===== config.mk =====
export PLATFORM = sky130hd
export DESIGN_NAME = wave_gen
export DESIGN_NICKNAME = d
export VERILOG_FILES = /design/src/rtl/wave_gen.sv
export SDC_FILE = /design/constraint.sdc
export NUM_CORES = 1
export LEC_CHECK = 0
export ABC_CLOCK_PERIOD_IN_PS = 9700
export BUFFER_PORTS_ARGS = -buffer_cell sky130_fd_sc_hd__buf_2
export CORE_MARGIN = 10
export CORE_UTILIZATION = 50
export CTS_BUF_LIST = sky130_fd_sc_hd__clkbuf_8
export DETAILED_ROUTE_END_ITERATION = 10
export GPL_TIMING_DRIVEN = 0
export PLACE_DENSITY = 0.75
export SLEW_MARGIN = 15
export SYNTH_ARGS = -nofsm -noshare
export SYNTH_HDL_FRONTEND = slang
export SYNTH_SLANG_ARGS = --single-unit

===== constraint.sdc =====
create_clock -name clk -period 9.7 [get_ports clk]
set_input_delay 0.97 -clock clk [delete_from_list [all_inputs] [get_ports clk]]
set_output_delay 0.97 -clock clk [all_outputs]
set_load 0.01 [all_outputs]

===== src/rtl/wave_gen.sv =====
// rtl/wave_gen.sv - register-programmed waveform generator; WAVE_SINE_EN enables the sine shape on code 3
module wave_gen #(
  parameter int ACC_W      = 24,
  parameter int SAMPLE_DIV = 50
) (
  input  logic       clk,
  input  logic       rst,
  input  logic       wr_en_i,
  input  logic [2:0] wr_addr_i,
  input  logic [7:0] wr_data_i,
  output logic [7:0] dac_o,
  output logic       dac_valid_o,
  output logic       wrap_o,
  output logic       run_o
);

  localparam int               CNT_W    = (SAMPLE_DIV > 1) ? $clog2(SAMPLE_DIV) : 1;
  localparam logic [CNT_W-1:0] CNT_LAST = CNT_W'(SAMPLE_DIV - 1);

  localparam logic [2:0] A_FREQ0  = 3'd0;
  localparam logic [2:0] A_FREQ1  = 3'd1;
  localparam logic [2:0] A_FREQ2  = 3'd2;
  localparam logic [2:0] A_CTRL   = 3'd3;
  localparam logic [2:0] A_AMP    = 3'd4;
  localparam logic [2:0] A_COMMIT = 3'd5;

`ifdef WAVE_SINE_EN
  // Quarter-wave magnitude table: round(127 * sin(pi/2 * i/63)), so the last entry is the full peak.
  localparam logic [7:0] SINE_Q [64] = '{
    8'd0,   8'd3,   8'd6,   8'd9,   8'd13,  8'd16,  8'd19,  8'd22,
    8'd25,  8'd28,  8'd31,  8'd34,  8'd37,  8'd40,  8'd43,  8'd46,
    8'd49,  8'd52,  8'd55,  8'd58,  8'd61,  8'd64,  8'd66,  8'd69,
    8'd72,  8'd74,  8'd77,  8'd79,  8'd82,  8'd84,  8'd86,  8'd89,
    8'd91,  8'd93,  8'd95,  8'd97,  8'd99,  8'd101, 8'd103, 8'd105,
    8'd107, 8'd108, 8'd110, 8'd112, 8'd113, 8'd114, 8'd116, 8'd117,
    8'd118, 8'd119, 8'd120, 8'd121, 8'd122, 8'd123, 8'd124, 8'd124,
    8'd125, 8'd126, 8'd126, 8'd126, 8'd127, 8'd127, 8'd127, 8'd127
  };
`endif

  logic [23:0]      stage_q;
  logic [ACC_W-1:0] staged_word;
  logic [ACC_W-1:0] active_word;
  logic [ACC_W-1:0] phase;
  logic [1:0]       shape_q;
  logic             run_q;
  logic             run_d;
  logic [7:0]       amp_q;
  logic             commit_pending;
  logic [CNT_W-1:0] div_cnt;
  logic [7:0]       s1_q;
  logic             s1_valid;
  logic             tick;
  logic             wrap_evt;
  logic             stop_evt;
  logic             apply;
  logic             wr_commit;
  logic [ACC_W:0]   sum;
  logic [15:0]      amp_p1;
  logic [15:0]      prod;

  // Only the tuning-word bytes that fit inside the accumulator are kept.
  if (ACC_W > 24) begin : g_wide
    assign staged_word = {{(ACC_W-24){1'b0}}, stage_q};
  end else begin : g_narrow
    assign staged_word = stage_q[ACC_W-1:0];
  end

  assign run_o     = run_q;
  assign tick      = run_q && (div_cnt == CNT_LAST);
  assign sum       = {1'b0, phase} + {1'b0, active_word};
  assign wrap_evt  = tick && sum[ACC_W];
  assign stop_evt  = run_d && !run_q;
  assign wr_commit = wr_en_i && (wr_addr_i == A_COMMIT);
  // A pending word lands only on a phase wrap (or immediately while stopped) so no period is cut short.
  assign apply     = commit_pending && (wrap_evt || !run_q);
  assign amp_p1    = {8'd0, amp_q} + 16'd1;
  assign prod      = {8'd0, s1_q} * amp_p1;

  function automatic logic [7:0] shape_sample(input logic [1:0] sh, input logic [7:0] p);
    logic [7:0] r;
    case (sh)
      2'd0:    r = p[7] ? 8'h00 : 8'hFF;
      2'd1:    r = p;
      2'd2:    r = p[7] ? ~{p[6:0], 1'b0} : {p[6:0], 1'b0};
`ifdef WAVE_SINE_EN
      default: begin
        logic [5:0] idx;
        idx = p[6] ? ~p[5:0] : p[5:0];
        r   = p[7] ? (8'h80 - SINE_Q[idx]) : (8'h80 + SINE_Q[idx]);
      end
`else
      default: r = 8'hFF;
`endif
    endcase
    return r;
  endfunction

  // Register writes and the staged-to-active tuning word handoff.
  always_ff @(posedge clk) begin
    if (rst) begin
      stage_q        <= '0;
      active_word    <= '0;
      shape_q        <= '0;
      run_q          <= 1'b0;
      amp_q          <= '0;
      commit_pending <= 1'b0;
    end else begin
      if (wr_en_i) begin
        case (wr_addr_i)
          A_FREQ0: stage_q[7:0]   <= wr_data_i;
          A_FREQ1: stage_q[15:8]  <= wr_data_i;
          A_FREQ2: stage_q[23:16] <= wr_data_i;
          A_CTRL: begin
            shape_q <= wr_data_i[1:0];
            run_q   <= wr_data_i[7];
          end
          A_AMP:   amp_q <= wr_data_i;
          default: ;
        endcase
      end
      if (apply) active_word <= staged_word;
      // A fresh COMMIT always leaves a request pending, even when it coincides with a wrap.
      if (wr_commit)  commit_pending <= 1'b1;
      else if (apply) commit_pending <= 1'b0;
    end
  end

  // Sample-tick prescaler and phase accumulator; both park at zero while stopped.
  always_ff @(posedge clk) begin
    if (rst) begin
      div_cnt <= '0;
      phase   <= '0;
      run_d   <= 1'b0;
      wrap_o  <= 1'b0;
    end else begin
      run_d  <= run_q;
      wrap_o <= wrap_evt;
      if (!run_q) begin
        div_cnt <= '0;
        phase   <= '0;
      end else begin
        div_cnt <= tick ? '0 : div_cnt + 1'b1;
        if (tick) phase <= sum[ACC_W-1:0];
      end
    end
  end

  // Stage 1 shapes the advanced phase; a stop injects one zero sample to park the DAC at 0x00.
  always_ff @(posedge clk) begin
    if (rst) begin
      s1_q     <= '0;
      s1_valid <= 1'b0;
    end else if (tick) begin
      s1_q     <= shape_sample(shape_q, sum[ACC_W-1 -: 8]);
      s1_valid <= 1'b1;
    end else if (stop_evt) begin
      s1_q     <= '0;
      s1_valid <= 1'b1;
    end else begin
      s1_valid <= 1'b0;
    end
  end

  // Stage 2 scales by (AMP+1)/256 so full amplitude is an exact pass-through.
  always_ff @(posedge clk) begin
    if (rst) begin
      dac_o       <= '0;
      dac_valid_o <= 1'b0;
    end else begin
      dac_valid_o <= s1_valid;
      if (s1_valid) dac_o <= prod[15:8];
    end
  end

endmodule


==> metrics.yaml <==
die:
  num_io_pins: 25
  die_h_microns: 142.4
  core_sq_mm: 0.01459
  row_count: 44
  dieArea_sq_mm: 0.02026
  fp.dieW_microns: 142.4
  start_util_pct: 51.30
synth:
  yosys.area.top_type: "dfxtp_1"
  syn_nets: 980
  synth_cell_type_count: 63
  avgSynthCellArea_sq_um: 8.643
  synthCells: 866
  ys_async_sr_fraction_pct: 0
  netlist_top_cells_area: "dfxtp_1 (29%), fa_1 (11%), ha_1 (9.9%), mux2i_1 (6.4%), nand2_1 (5.3%)"
  ys_seq_area_share_pct: 29.42
  netlist_area_sq_mm: 0.007485
  synth_top_cell_area_share_pct: 29.42
  synth_edf_count: 0
  synth_warnings: 0
  ys.flop_type: "dfxtp_1"
  synth_seq_cells: 110
cts:
  clockBufferDepth: 2
  post-cts-setup-buffers: 0
  clock-sinks: 110
  ctsResizeCount: 0
  cts_root_buf: "clkbuf_8"
  clk_transition_reported_paths_ps: 120
  postCtsHoldBufs: 0
  clk_latency_ps: 390
  htree_levels: 3
  cts_made_buffers: 9
  tritoncts: "built"
placed_design:
  dp_hpwl_microns: 12730
  port_buffers: 24
  place_ws_ps: 4071
  globalplace.congestion: 0.9208
job:
  drv_cap: 0
outcome:
  status: "finished clean"
drt:
  dr.pass1.iters: 5
  vias: 6002
  drtIter0Drc: 346
  post-route-drc-count: 0
  via_per_inst: 5.506
  wire_per_inst_microns: 14.93
  wl_microns: 16280
  ant_nets: 0
setup_path:
  critPathRequiredTime_ps: 9970
  end_kind: "register"
  arrival_ps: 5940
  crit_path_start_kind: "register"
  critical_path.max_fanout: 8
  path_class: "reg -> reg"
final_layout:
  multiInputGateArea_sq_mm: 0.004876
  final_nets: 1015
  drive_gt1_share_pct: 6.402
  syn_to_final_growth_pct: 7.489
  seqCellArea_sq_mm: 0.002202
  antenna_cells: 0
  utilization_pct: 55.15
  fill_cells: 1331
global_route:
  antenna_found_initial: 0
  grt_pass1_vias: 5687
  grt_overflow: 0
  grtUsageTotal_pct: 16.41
  grt_max_degree: 23
  grt_pass1_wl_microns: 27620
timing:
  holdWs_ps: 464.8
  rsz0062_at_grt: "no"
  fin_crit_ps: 5677
  period_share_pct: 58.53
  relSlewSlack_pct: 27.02
  hold_viol_final: 0
  setup_tns_ps: 0
  slew_viol_final: 0
  fmax_ghz: 0.1762
  skew_ps: 12.59
  fin_ws_ps: 4023
  worst_slew_pin_slew_ps: 1086
  setup_viol: 0
power:
  leakage_nw: 3.414
  ir_drop_uv: 98.17
  power.density_mw_per_mm2: 96.55
hold_path:
  worstHoldPathType: "reg -> reg"
-- power by group --
group          internal, W  switching (W)  total (W)
clock network     0.000104       0.000184   0.000289
registers         0.000455     0.00000257   0.000458
logic            0.0000101      0.0000206  0.0000307
total             0.000569       0.000208   0.000777
-- Yosys cell counts (4+ instances only) --
cell and instances:
dfxtp_1 110, nand2_1 105, nor2_1 89, a21oi_1 70, inv_1 62, ha_1 59
mux2i_1 48, fa_1 41, nor2b_1 33, clkbuf_1 27, and2_1 24, xnor2_1 20
nand3_1 17, nand2b_1 16, xor2_1 16, o21ai_0 14, a21o_1 11, nor3_1 8
a211oi_1 6, o211ai_1 6, o21a_1 5, o21ai_1 5, or3_1 5, a31oi_1 4
mux2_2 4, nor3b_1 4
-- kinds of logic after synthesis --
| group | count (synthesis) | share of synthesized area, % |
|---|---|---|
| buffers and inverters | 97 | 5.433 |
| xor gates and xnor gates | 36 | 4.213 |
| DFF | 110 | 29.42 |
| adders and majority gates | 100 | 20.83 |
| AOI/OAI and AO/OA | 155 | 13.27 |
| and+or+nand+nor | 316 | 19.81 |
| muxes | 52 | 7.021 |
-- state kept, by name (all words and copies together) (netlist names) --
| register | flops |
|---|---|
| active_word | 24 |
| phase | 24 |
| stage_q | 24 |
| amp_q | 8 |
| dac_o | 8 |
| s1_q | 8 |
| div_cnt | 6 |
| shape_q | 2 |
| commit_pending | 1 |
| dac_valid_o | 1 |
| run_d | 1 |
| run_o | 1 |
| s1_valid | 1 |
| wrap_o | 1 |
-- through the flow --
stage | std cells | power, W | cell area [sq um]
finish | 1090 | 0.0007768 | 8045
global placement | 1074 | 0.0004977 | 7835
global route | 1090 | 0.0007995 | 8045
detailed placement | 1074 | 0.0004982 | 7835
CTS | 1090 | 0.0007818 | 8045
floorplan | 866 | 0.0004852 | 7485
-- worst max-delay path: stages (launching register included) --
cell	delay (ps)
dfxtp_1	410
ha_1	240
nand2_1	70
nor2_1	140
xor2_1	560
nand2_1	150
fa_1	500
inv_1	50
fa_1	480
fa_1	550
inv_1	60
fa_1	520
inv_1	40
ha_1	330
nand3_1	80
nand2_1	50
a41o_1	250
o21a_1	240
o311a_1	310
or3_1	310
a31oi_1	170
nor2_1	50
-- cells in the final DEF, fill, tap and decap left out, types with 3 or more instances in the layout --
master	count
dfxtp_1	110
nand2_1	105
nor2_1	89
a21oi_1	70
inv_1	62
ha_1	59
mux2i_1	48
fa_1	41
nor2b_1	33
clkbuf_1	27
buf_2	26
and2_1	24
xnor2_1	20
nand3_1	17
xor2_1	16
nand2b_1	16
o21ai_0	14
a21o_1	11
clkbuf_8	9
nor3_1	8
a211oi_1	6
o211ai_1	6
or3_1	5
o21ai_1	5
o21a_1	5
a31oi_1	4
mux2_2	4
nor3b_1	4
and3_1	3
nand4_1	3
o21bai_1	3
buf_1	3
clkinv_8	3
-- metal layers --
layer,vias up,part of all wire (%),GRT usage [%]
met1,2849,50,23.45
met5,-,0,0
met2,139,44,25.19
li1,2998,-,-
met4,0,1.5,4.686
met3,16,4.6,2.270
-- cell type report --
| type | instances | area share (%) |
|---|---|---|
| Multi-Input combinational cell | 659 | 60.61 |
| Timing Repair Buffer | 24 | 1.493 |
| Sequential cell | 110 | 27.37 |
| Inverter | 62 | 2.893 |
| Tap cell | 184 | 2.862 |
| Buffer | 35 | 2.162 |
| Clock buffer | 9 | 1.540 |
| Clock inverter | 7 | 1.073 |
-- final timing paths --
path / from / to / slack (ps) / cells after the start
setup / recovery: amp_q[1] / dac_o[4] / 4020 / 21
hold / removal: phase[10] / phase[10] / 460 / 2
setup reg to reg: amp_q[1] / dac_o[4] / 4020 / 21
hold reg to reg: phase[10] / phase[10] / 460 / 2
Power figures use the tool's default switching activity.
